==> config.mk <==
export PLATFORM = sky130hd
export DESIGN_NAME = mem_arbiter
export DESIGN_NICKNAME = d
export VERILOG_FILES = /design/src/rtl/mem_arbiter.sv
export SDC_FILE = /design/constraint.sdc
export NUM_CORES = 1
export LEC_CHECK = 0
export BUFFER_PORTS_ARGS = -buffer_cell sky130_fd_sc_hd__buf_2
export CELL_PAD_IN_SITES_DETAIL_PLACEMENT = 2
export CELL_PAD_IN_SITES_GLOBAL_PLACEMENT = 2
export CORE_MARGIN = 2
export CORE_UTILIZATION = 18
export CTS_CLUSTER_SIZE = 24
export DETAILED_ROUTE_END_ITERATION = 8
export HOLD_SLACK_MARGIN = 0.06
export PLACE_DENSITY = 0.82
export SKIP_CTS_REPAIR_TIMING = 1
export SLEW_MARGIN = 20
export SYNTH_ARGS = -nofsm -noshare
export SYNTH_HDL_FRONTEND = slang
export SYNTH_SLANG_ARGS = --single-unit
==> constraint.sdc <==
create_clock -name clk -period 1.6 [get_ports clk]
set_input_delay 0.08 -clock clk [delete_from_list [all_inputs] [get_ports clk]]
set_output_delay 0.08 -clock clk [all_outputs]
set_load 0.005 [all_outputs]
==> src/rtl/mem_arbiter.sv <==
// mem_arbiter
//   Two-port arbiter that shares one single-ported memory controller between
//   the instruction-fetch (IF) port and the data (MEM) port. A request is
//   granted from IDLE. Its address, write data and direction are then latched
//   and held on ext_* until ext_ack arrives. The arbiter returns to IDLE after
//   every transaction, so back-to-back transactions are separated by one idle
//   cycle.
//
//   Build option:
//     MEM_ARB_STARVE_GUARD_EN -- when defined, IF is forced through after
//       STARVE_LIMIT consecutive MEM grants made while IF was waiting. When
//       undefined, MEM always has strict priority over IF.
//
//   Ports:
//     clk, rst              clock; asynchronous active-high reset
//     if_req, if_addr       IF read request (held until if_done)
//     if_rdata, if_done     IF read data / one-cycle completion strobe
//     if_stall              IF request outstanding and not completing
//     mem_rd, mem_wr        MEM read/write request (both set = write)
//     mem_addr, mem_wdata   MEM address / write data
//     mem_rdata, mem_done   MEM read data / one-cycle completion strobe
//     mem_stall             MEM request outstanding and not completing
//     ext_req, ext_we       controller request / write enable
//     ext_addr, ext_wdata   latched address / write data of the granted access
//     ext_rdata, ext_ack    controller read data / completion
module mem_arbiter #(
    parameter int STARVE_LIMIT = 4
) (
    input  logic        clk,
    input  logic        rst,
    input  logic        if_req,
    input  logic [31:0] if_addr,
    output logic [31:0] if_rdata,
    output logic        if_done,
    output logic        if_stall,
    input  logic        mem_rd,
    input  logic        mem_wr,
    input  logic [31:0] mem_addr,
    input  logic [31:0] mem_wdata,
    output logic [31:0] mem_rdata,
    output logic        mem_done,
    output logic        mem_stall,
    output logic        ext_req,
    output logic        ext_we,
    output logic [31:0] ext_addr,
    output logic [31:0] ext_wdata,
    input  logic [31:0] ext_rdata,
    input  logic        ext_ack
);

    localparam logic [1:0] IDLE      = 2'd0;
    localparam logic [1:0] SERVE_MEM = 2'd1;
    localparam logic [1:0] SERVE_IF  = 2'd2;

    if (STARVE_LIMIT < 1 || STARVE_LIMIT > 15) begin : gBadStarveLimit
        $error("mem_arbiter: STARVE_LIMIT must be in 1..15");
    end

    logic [1:0] state;
    logic       memReq;
    logic       grantIf;
    logic       grantMem;

    assign memReq = mem_rd | mem_wr;

`ifdef MEM_ARB_STARVE_GUARD_EN
    localparam logic [3:0] LIMIT = 4'(STARVE_LIMIT);

    logic [3:0] starveCnt;
    logic       starved;

    assign starved = (starveCnt == LIMIT);
    assign grantIf = if_req & (~memReq | starved);

    // Counts MEM grants taken while IF was waiting. Any IF grant, or a MEM
    // grant with nobody waiting on IF, starts the count over. The counter
    // cannot pass LIMIT: at LIMIT with IF waiting, IF wins and clears it.
    always_ff @(posedge clk or posedge rst) begin
        if (rst) begin
            starveCnt <= '0;
        end else if (state == IDLE) begin
            if (grantIf) begin
                starveCnt <= '0;
            end else if (grantMem) begin
                starveCnt <= if_req ? starveCnt + 4'd1 : 4'd0;
            end
        end
    end
`else
    assign grantIf = if_req & ~memReq;
`endif

    assign grantMem = memReq & ~grantIf;

    // Grant and latch the transaction in IDLE. While serving, the ext_*
    // registers are held, so requester inputs may change freely.
    always_ff @(posedge clk or posedge rst) begin
        if (rst) begin
            state     <= IDLE;
            ext_we    <= 1'b0;
            ext_addr  <= '0;
            ext_wdata <= '0;
        end else begin
            case (state)
                IDLE: begin
                    if (grantIf) begin
                        state     <= SERVE_IF;
                        ext_we    <= 1'b0;
                        ext_addr  <= if_addr;
                        ext_wdata <= '0;
                    end else if (grantMem) begin
                        state     <= SERVE_MEM;
                        ext_we    <= mem_wr;  // rd+wr together is a write
                        ext_addr  <= mem_addr;
                        ext_wdata <= mem_wdata;
                    end
                end
                SERVE_MEM, SERVE_IF: begin
                    if (ext_ack) begin
                        state <= IDLE;
                    end
                end
                default: state <= IDLE;
            endcase
        end
    end

    // The done strobes come straight from state and ext_ack. A reset clears
    // state asynchronously, so it also suppresses a done in that same cycle.
    assign ext_req   = (state == SERVE_MEM) || (state == SERVE_IF);
    assign if_done   = (state == SERVE_IF) & ext_ack;
    assign mem_done  = (state == SERVE_MEM) & ext_ack;
    assign if_rdata  = if_done ? ext_rdata : '0;
    assign mem_rdata = mem_done ? ext_rdata : '0;
    assign if_stall  = if_req & ~if_done;
    assign mem_stall = memReq & ~mem_done;

endmodule

* Yosys cells after proc, flatten, opt, wreduce, memory -nomap -nowiden
Index checks and enable logic that the tools add are counted.
** Word-level totals
- Output and inout bits :: 134
- Register bits after elaboration :: 67
- Input port bits :: 134
- Logic and storage cells :: 37
** Cells by class
- Equality and inequality tests :: 4
- Bitwise logic cells :: 11
- Muxes and demuxes :: 12
- Reduce and logical (&&, ||, !) cells :: 6
** Operators by type and width (number)
- 2-to-1 mux 32 bit :: 6
- bitwise AND 1 bit :: 6
- 2-to-1 mux 2 bit :: 3
- NOT 1 bit :: 4
- one-hot mux 2 bit (2 select lines) :: 1
- AND reduction 2 bit :: 2
- != test 3 bit, second input constant :: 1
- equality test 2 x 1 -> 1 bit, second input constant :: 1
- equality test 2 bit, second input constant :: 1
- zero test 2 bit :: 1
- 2-to-1 mux 1 bit :: 2
- != test 2 bit, second input constant :: 1
- nonzero test 2 bit :: 1
- OR reduction 2 bit :: 1
- logical OR 1 bit :: 1
- OR 1 bit :: 1

* Logic depth before layout (Yosys ltp)
Gate-level depths: netlist of run 1.
- Depth after elaboration :: 8
- Gate-level depth with buffers :: 7
- Gate-level depth less buffers :: 5

* Worst setup path after synthesis of run 1
No wires, ideal clock.
- Path kind :: reg-to-reg
- Start point :: register state[0]
- End point :: register ext_addr[10]
- Data required time :: 1481 ps
- Arrival :: 1347 ps
- Period minus slack after synthesis :: 1466 ps
- Buffers on the path :: 2
- Slack :: 134 ps
- Cell stages (with the launch flop) :: 8
- Cell sequence :: dfrtp_1 > inv_1 > ha_1 > nand4bb_1 > buf_4 > buf_6 > o22ai_1 > nor2_1
** On the way
- Cells in the longest elaborated chain, start to end :: 2
** Ends and longest elaborated chain
- from (decl) :: RTL line 59 : logic [1:0] state;
- from (signal assigned) :: RTL line 99 : state <= IDLE;
- from (signal assigned) :: RTL line 107 : state <= SERVE_IF;
- from (signal assigned) :: RTL line 112 : state <= SERVE_MEM;
- zero test 2 bit :: RTL line 104 : case (state)
- AND reduction 2 bit (no line)
- to (signal assigned) :: RTL line 109 : ext_addr <= if_addr;
- to (signal assigned) :: RTL line 114 : ext_addr <= mem_addr;
- to (decl) :: RTL line 45 : output logic [31:0] ext_addr,
Every way passes these cells.
A chain may end at the register's enable or synchronous reset.

* Worst setup path in the final report of run 1
- Start point :: register state[1]
- End point :: output port if_rdata[12]
** On the way
- Cells in the longest elaborated chain, start to end :: 3
** Ends and longest elaborated chain
- equality test 2 bit :: RTL line 131 : assign if_done = (state == SERVE_IF) & ext_ack;
- bitwise AND 1 bit :: RTL line 131
- 2-to-1 mux 32 bit :: RTL line 133 : assign if_rdata = if_done ? ext_rdata : '0;
- to (decl) :: RTL line 33 : output logic [31:0] if_rdata,
Every way passes these cells.

==> results of run 1 <==
-- layer usage --
metal,global-route usage [%],routed length [um],vias up
met5,0,0,-
met4,4.89,484,0
met3,4.12,1250,29
met2,27.0,10200,213
met1,16.1,6730,1996
li1,-,-,1843
-- metrics by stage --
stage	hold slack [ns]	instances
after CTS	-0.145	812
after detailed placement	0.217	796
after global routing	0.0540	903
after global placement	0.207	796
after floorplan	0.213	313
final	0.0441	903
-- flip-flops by register name (all words and copies together) (netlist names) --
signal,flops
state,2
ext_addr,32
ext_we,1
ext_wdata,32
-- kinds of logic (layout without fill, tap and decap cells) --
kind of cell	count (synthesis)	count (layout)	synth area share, %
buf+inv	34	392	6.22
simple gates	137	138	21.5
other cells	0	2	0
compound gates	72	72	19.3
fa+ha+maj	3	3	1.16
flops	67	67	51.8
-- tightest hold or removal path, cell delays in order --
cell                      delay [ns]
sky130_fd_sc_hd__buf_2          0.08
sky130_fd_sc_hd__o22ai_2        0.08
sky130_fd_sc_hd__nor2_1         0.08
-- final timing paths --
check,end,slack [ns],cells after the start
worst min register to register,ext_wdata[24],0.50,1
worst min-delay path,ext_addr[17],0.04,3
min in group asynchronous,ext_wdata[13],0.42,4
worst max register to register,ext_addr[11],-0.07,7
worst max-delay path,if_rdata[12],-0.11,6
max in group asynchronous,ext_addr[12],0.84,4
-- area by class of cell --
class / instances / area, sq um
Clock inverter: 7 / 83.8
Clock buffer: 9 / 225
Multi-Input combinational cell: 213 / 1640
Antenna cell: 2 / 5.00
Inverter: 4 / 18.8
Timing Repair Buffer: 372 / 2740
Fill cell: 1957 / 11100
Tap cell: 229 / 287
Sequential cell: 67 / 1680
-- cells in the mapped netlist (all sizes together) --
| cell | number | area share [%] |
|---|---|---|
| nand2b | 1 | 0.19 |
| o31a | 1 | 0.31 |
| dfrtp | 67 | 52 |
| nor2 | 66 | 7.7 |
| a22o | 33 | 8.9 |
| clkbuf | 13 | 1.5 |
| nand4bb | 1 | 0.35 |
| nor2b | 3 | 0.58 |
| o31ai | 1 | 0.66 |
| ha | 3 | 1.2 |
| and2 | 2 | 0.39 |
| a21oi | 3 | 0.46 |
| and3 | 64 | 12 |
| o21ai | 1 | 0.27 |
| o22ai | 33 | 8.7 |
| inv | 4 | 0.46 |
| buf | 17 | 4.3 |
-- power by group --
group	switching [uW]	leakage, uW	internal (uW)	total (uW)
clock	835	0.000149	1230	2070
combinational	2870	0.00243	3070	5930
sequential	512	0.000788	2530	3040
total	4210	0.00337	6830	11000
==> impl_metrics.sql, run 1 <==
INSERT INTO impl_metrics (metric_group, metric, value, unit) VALUES
('power_and_ir_drop', 'overall_power_of_the_completed_layout', '11000', 'uW'),
('floorplan', 'core_area', '17800', 'sq um'),
('setup_path', 'critPathSlowestCell', 'sky130_fd_sc_hd__dfrtp_1', ''),
('placed_design', 'post-dp-hpwl', '11.1', 'mm'),
('sta', 'post-route-period-util', '107', '%'),
('sta', 'final_report_setup_violation_count', '87', ''),
('floorplan', 'chipHeight', '138', 'um'),
('placed_design', 'gp_congestion', '0.850', ''),
('cts', 'tritoncts', 'yes', ''),
('final_layout', 'final_core_utilization', '37.5', '%'),
('grt', 'grt_antenna_before_repair', '2', ''),
('grt', 'groute.usage.overall', '14.6', '%'),
('power_and_ir_drop', 'vdd_ir_drop_max', '0.000568', 'V'),
('sta', 'setup_slack', '-0.109', 'ns'),
('synthesis', 'yosysWarnings', '0', ''),
('floorplan', 'die_w', '138', 'um'),
('grt', 'grt_pass1_wl', '22.6', 'mm'),
('min_path', 'timing.hold.worst.class', 'in -> reg', ''),
('sta', 'fmaxAchievable', '0.585', 'GHz'),
('setup_path', 'endpoint_kind', 'primary output', ''),
('setup_path', 'cp_peak_stage_delay', '0.41', 'ns'),
('sta', 'timing_hold_violations_final', '0', ''),
('cts', 'worst_path_clk_slew', '0.07', 'ns'),
('cts', 'root_buffer', 'sky130_fd_sc_hd__clkbuf_16', ''),
('synthesis', 'count_of_different_cell_masters_after_synthesis', '20', ''),
('setup_path', 'launch_point_of_the_worst_path', 'state[1]', ''),
('synthesis', 'synth.cell_area', '3240', 'sq um'),
('routing', 'drt_wl_total', '18.7', 'mm'),
('routing', 'via_count', '4081', ''),
('power_and_ir_drop', 'power-per-cell-area', '1650', 'nW/um^2'),
('placed_design', 'port_buffers', '267', ''),
('routing', 'firstDrtPassIters', '4', ''),
('cts', 'worstSkewPairLatency', '0.33', 'ns'),
('synthesis', 'synthCells', '313', ''),
('synthesis', 'syn-num-nets', '450', ''),
('sta', 'rsz_0062_raised_after_global_routing', 'true', ''),
('power_and_ir_drop', 'total_leakage_power', '0.00337', 'uW'),
('routing', 'ant_nets', '0', ''),
('sta', 'worstMarginPinSlew', '0.691', 'ns'),
('run_status', 'status', 'finished, violations left', ''),
('setup_path', 'worst-setup-path-type', 'reg -> out', ''),
('synthesis', 'synth.ff_latch_count', '67', ''),
('final_layout', 'area_delta_synth_final', '106', '%'),
('placed_design', 'place_area', '4900', 'sq um'),
('min_path', 'holdCritStartpoint', 'if_addr[17]', ''),
('cts', 'tritoncts.num_buffers', '9', ''),
('setup_path', 'timing.critical_path.arrival', '1.63', 'ns'),
('cts', 'tritoncts_num_sinks', '67', ''),
('cts', 'cts_buffer_depth', '2', ''),
('grt', 'grt_pass1_vias', '4233', ''),
('grt', 'maximum_number_of_pins_on_one_net_before_global_route_repair', '68', ''),
('floorplan', 'core.rowCount', '49', ''),
('sta', 'totalNegativeSetupSlack', '-4.80', 'ns'),
('setup_path', 'critical_path.cell_chain', 'buf_6 > ha_4 > buf_12 > buf_6 > and3_1 > buf_2', ''),
('routing', 'drt_drc_violations_left', '0', ''),
('setup_path', 'crit_family', 'buffers and inverters', ''),
('setup_path', 'critical_path_peak_fanout', '8', ''),
('sta', 'layout_min_cycle_time', '1.71', 'ns'),
('final_layout', 'layout.cells.most_common_list', '233 x sky130_fd_sc_hd__buf_2, 73 x sky130_fd_sc_hd__dlygate4sd3_1, 67 x sky130_fd_sc_hd__dfrtp_1', ''),
('routing', 'detailed_router_s_first_iteration_violation_count', '111', ''),
('run', 'timing.max_cap.violations', '0', ''),
('placed_design', 'placement.setup.worst_slack', '-0.0523', 'ns'),
('cts', 'cts_max_level', '3', ''),
('setup_path', 'timing.critical_path.buf_inv', '4', ''),
('floorplan', 'floorplan.initialDensity', '18.2', '%'),
('sta', 'final-max-slew-violation-count', '0', ''),
('synthesis', 'synth-seq-area-share', '51.8', '%'),
('final_layout', 'drive_above_1_share', '57.0', '%'),
('run_status', 'violated_checks', 'setup timing', ''),
('floorplan', 'num_io_pins', '268', ''),
('sta', 'fin_worst_skew', '0.0143', 'ns');
Note: power is estimated with default switching activity, not from simulation.
==> run 2, diff against run 1 <==
==> constraint.sdc (replaced) <==
create_clock -name clk -period 1.6 [get_ports clk]
set_input_delay 0.16 -clock clk [delete_from_list [all_inputs] [get_ports clk]]
set_output_delay 0.16 -clock clk [all_outputs]
set_load 0.005 [all_outputs]
==> impl_metrics.sql, run 2 (same netlist as run 1, synthesis figures left out) <==
INSERT INTO impl_metrics (metric_group, metric, value, unit) VALUES
('run_status', 'status', 'finished, violations left', ''),
('run_status', 'violated_checks', 'setup timing', ''),
('routing', 'post_drt_wl_per_cell', '18.4', 'um'),
('final_layout', 'n_antenna_cell', '0', ''),
('sta', 'worstMarginPinSlew', '0.597', 'ns'),
('floorplan', 'fp.dieArea', '19100', 'sq um'),
('min_path', 'timing.hold.worst.class', 'in -> reg', ''),
('routing', 'via_count', '3750', ''),
('sta', 'layout_min_cycle_time', '1.70', 'ns'),
('floorplan', 'chipHeight', '138', 'um'),
('sta', 'post-route-period-util', '106', '%'),
('grt', 'grt_pass1_vias', '4096', ''),
('final_layout', 'area_delta_synth_final', '78.1', '%'),
('placed_design', 'placement.setup.worst_slack', '-0.0573', 'ns'),
('sta', 'totalNegativeSetupSlack', '-3.21', 'ns'),
('placed_design', 'port_buffers', '267', ''),
('placed_design', 'gp_congestion', '0.847', ''),
('final_layout', 'layout.cells.non_filler', '836', ''),
('cts', 'worstSkewPairLatency', '0.33', 'ns'),
('setup_path', 'timing.critical_path.arrival', '1.54', 'ns'),
('final_layout', 'layout.cells.most_common_list', '252 x sky130_fd_sc_hd__buf_2, 67 x sky130_fd_sc_hd__dfrtp_1, 65 x sky130_fd_sc_hd__nor2_1', ''),
('setup_path', 'critical_path.cell_chain', 'inv_2 > ha_4 > buf_12 > and3_1 > buf_2', ''),
('routing', 'ant_nets', '0', ''),
('cts', 'cts_max_level', '3', ''),
('floorplan', 'floorplan.initialDensity', '18.2', '%'),
('setup_path', 'endpoint_kind', 'primary output', ''),
('cts', 'worst_path_clk_slew', '0.06', 'ns'),
('floorplan', 'core.rowCount', '49', ''),
('sta', 'final-max-slew-violation-count', '0', ''),
('cts', 'cts_buffer_depth', '2', ''),
('power_and_ir_drop', 'total_leakage_power', '0.00310', 'uW'),
('setup_path', 'cp_data_required_time', '1.44', 'ns'),
('placed_design', 'post-dp-hpwl', '11.2', 'mm'),
('grt', 'groute.usage.overall', '14.5', '%'),
('grt', 'remaining_global_route_overflow', '0', ''),
('min_path', 'hold_path_depth', '2', ''),
('sta', 'timing_hold_violations_final', '0', ''),
('power_and_ir_drop', 'overall_power_of_the_completed_layout', '10400', 'uW'),
('routing', 'vias_per_cell', '4.49', ''),
('grt', 'grt_antenna_before_repair', '0', ''),
('cts', 'tritoncts', 'yes', ''),
('power_and_ir_drop', 'power-per-cell-area', '1810', 'nW/um^2'),
('setup_path', 'cp_peak_stage_delay', '0.41', 'ns'),
('setup_path', 'ff2ff_setup_slack', '-0.02', 'ns'),
('power_and_ir_drop', 'vdd_ir_drop_max', '0.000700', 'V'),
('floorplan', 'die_w', '138', 'um'),
('sta', 'max-slew-margin-rel', '60.2', '%'),
('routing', 'firstDrtPassIters', '4', ''),
('sta', 'fin_worst_skew', '0.00679', 'ns'),
('floorplan', 'num_io_pins', '268', ''),
('routing', 'detailed_router_s_first_iteration_violation_count', '76', ''),
('final_layout', 'drive_above_1_share', '57.2', '%'),
('cts', 'tritoncts_num_sinks', '67', ''),
('sta', 'whs', '0.0511', 'ns'),
('setup_path', 'critPathSlowestCell', 'sky130_fd_sc_hd__dfrtp_1', ''),
('setup_path', 'ff2ff_path_depth', '7', ''),
('final_layout', 'final_net_count', '739', ''),
('sta', 'final_report_setup_violation_count', '69', ''),
('grt', 'grt_pass1_wl', '22.4', 'mm'),
('final_layout', 'top_regs', 'ext_addr (32), ext_wdata (32), state (2)', ''),
('setup_path', 'worst-setup-path-type', 'reg -> out', ''),
('floorplan', 'core_area', '17800', 'sq um'),
('routing', 'drt_drc_violations_left', '0', ''),
('setup_path', 'critical_path.startpoint_type', 'flip-flop', ''),
('final_layout', 'final.fill_count', '1992', ''),
('routing', 'drt_wl_total', '15.4', 'mm'),
('cts', 'tritoncts.num_buffers', '9', ''),
('sta', 'setup_slack', '-0.100', 'ns'),
('grt', 'maximum_number_of_pins_on_one_net_before_global_route_repair', '48', ''),
('final_layout', 'final_common_cell', 'sky130_fd_sc_hd__buf_2', ''),
('setup_path', 'critical_path_peak_fanout', '9', ''),
('placed_design', 'place.detailed.instances', '793', ''),
('sta', 'fmaxAchievable', '0.588', 'GHz'),
('cts', 'root_buffer', 'sky130_fd_sc_hd__clkbuf_16', ''),
('run', 'timing.max_cap.violations', '0', ''),
('sta', 'rsz_0062_raised_after_global_routing', 'true', '');
==> run 2: final timing paths <==
kind	startpoint	end
min in group asynchronous	rst	ext_wdata[21]
min reg2reg	ext_we	ext_we
max	state[1]	mem_rdata[19]
min	mem_wdata[1]	ext_wdata[1]
max reg2reg	state[1]	ext_addr[10]
max in group asynchronous	rst	ext_addr[7]
==> run 2: area by class of cell <==
type | count | area (sq um) | share of cell area [%]
Clock buffer | 9 | 225 | 3.91
Clock inverter | 7 | 98.8 | 1.71
Inverter | 4 | 18.8 | 0.325
Multi-Input combinational cell | 212 | 1490 | 25.8
Sequential cell | 67 | 1680 | 29.1
Tap cell | 229 | 287 | 4.97
Timing Repair Buffer | 308 | 1970 | 34.2
==> run 2: where the power goes <==
part           switching [uW]  internal, uW  leakage (uW)
registers                 495          2530      0.000788
logic                    2580          2690       0.00215
clock network             776          1370      0.000156
total                    3850          6590       0.00310
==> run 2: per-stage QoR <==
| step | utilization (%) | cell area [sq um] |
|---|---|---|
| finish | 32.4 | 5770 |
| global route | 32.4 | 5770 |
| CTS | 29.3 | 5210 |
| detailed placement | 27.5 | 4890 |
| global placement | 27.5 | 4890 |
| floorplan | - | 3240 |
==> run 2: routing by layer <==
metal  vias up  wire [um]  track usage (%)
met5         -          0                0
met4         0        413             5.42
met3        24       1040             3.98
met2       202       8010             25.6
met1      1817       5960             16.7
li1       1707          -                -
==> run 2: worst max-delay path: cells and delay by family (launching register included) <==
family	cells	cell delay [ns]
flops	1	0.41
buf+inv	3	0.38
simple gates	1	0.21
fa+ha+maj	1	0.20
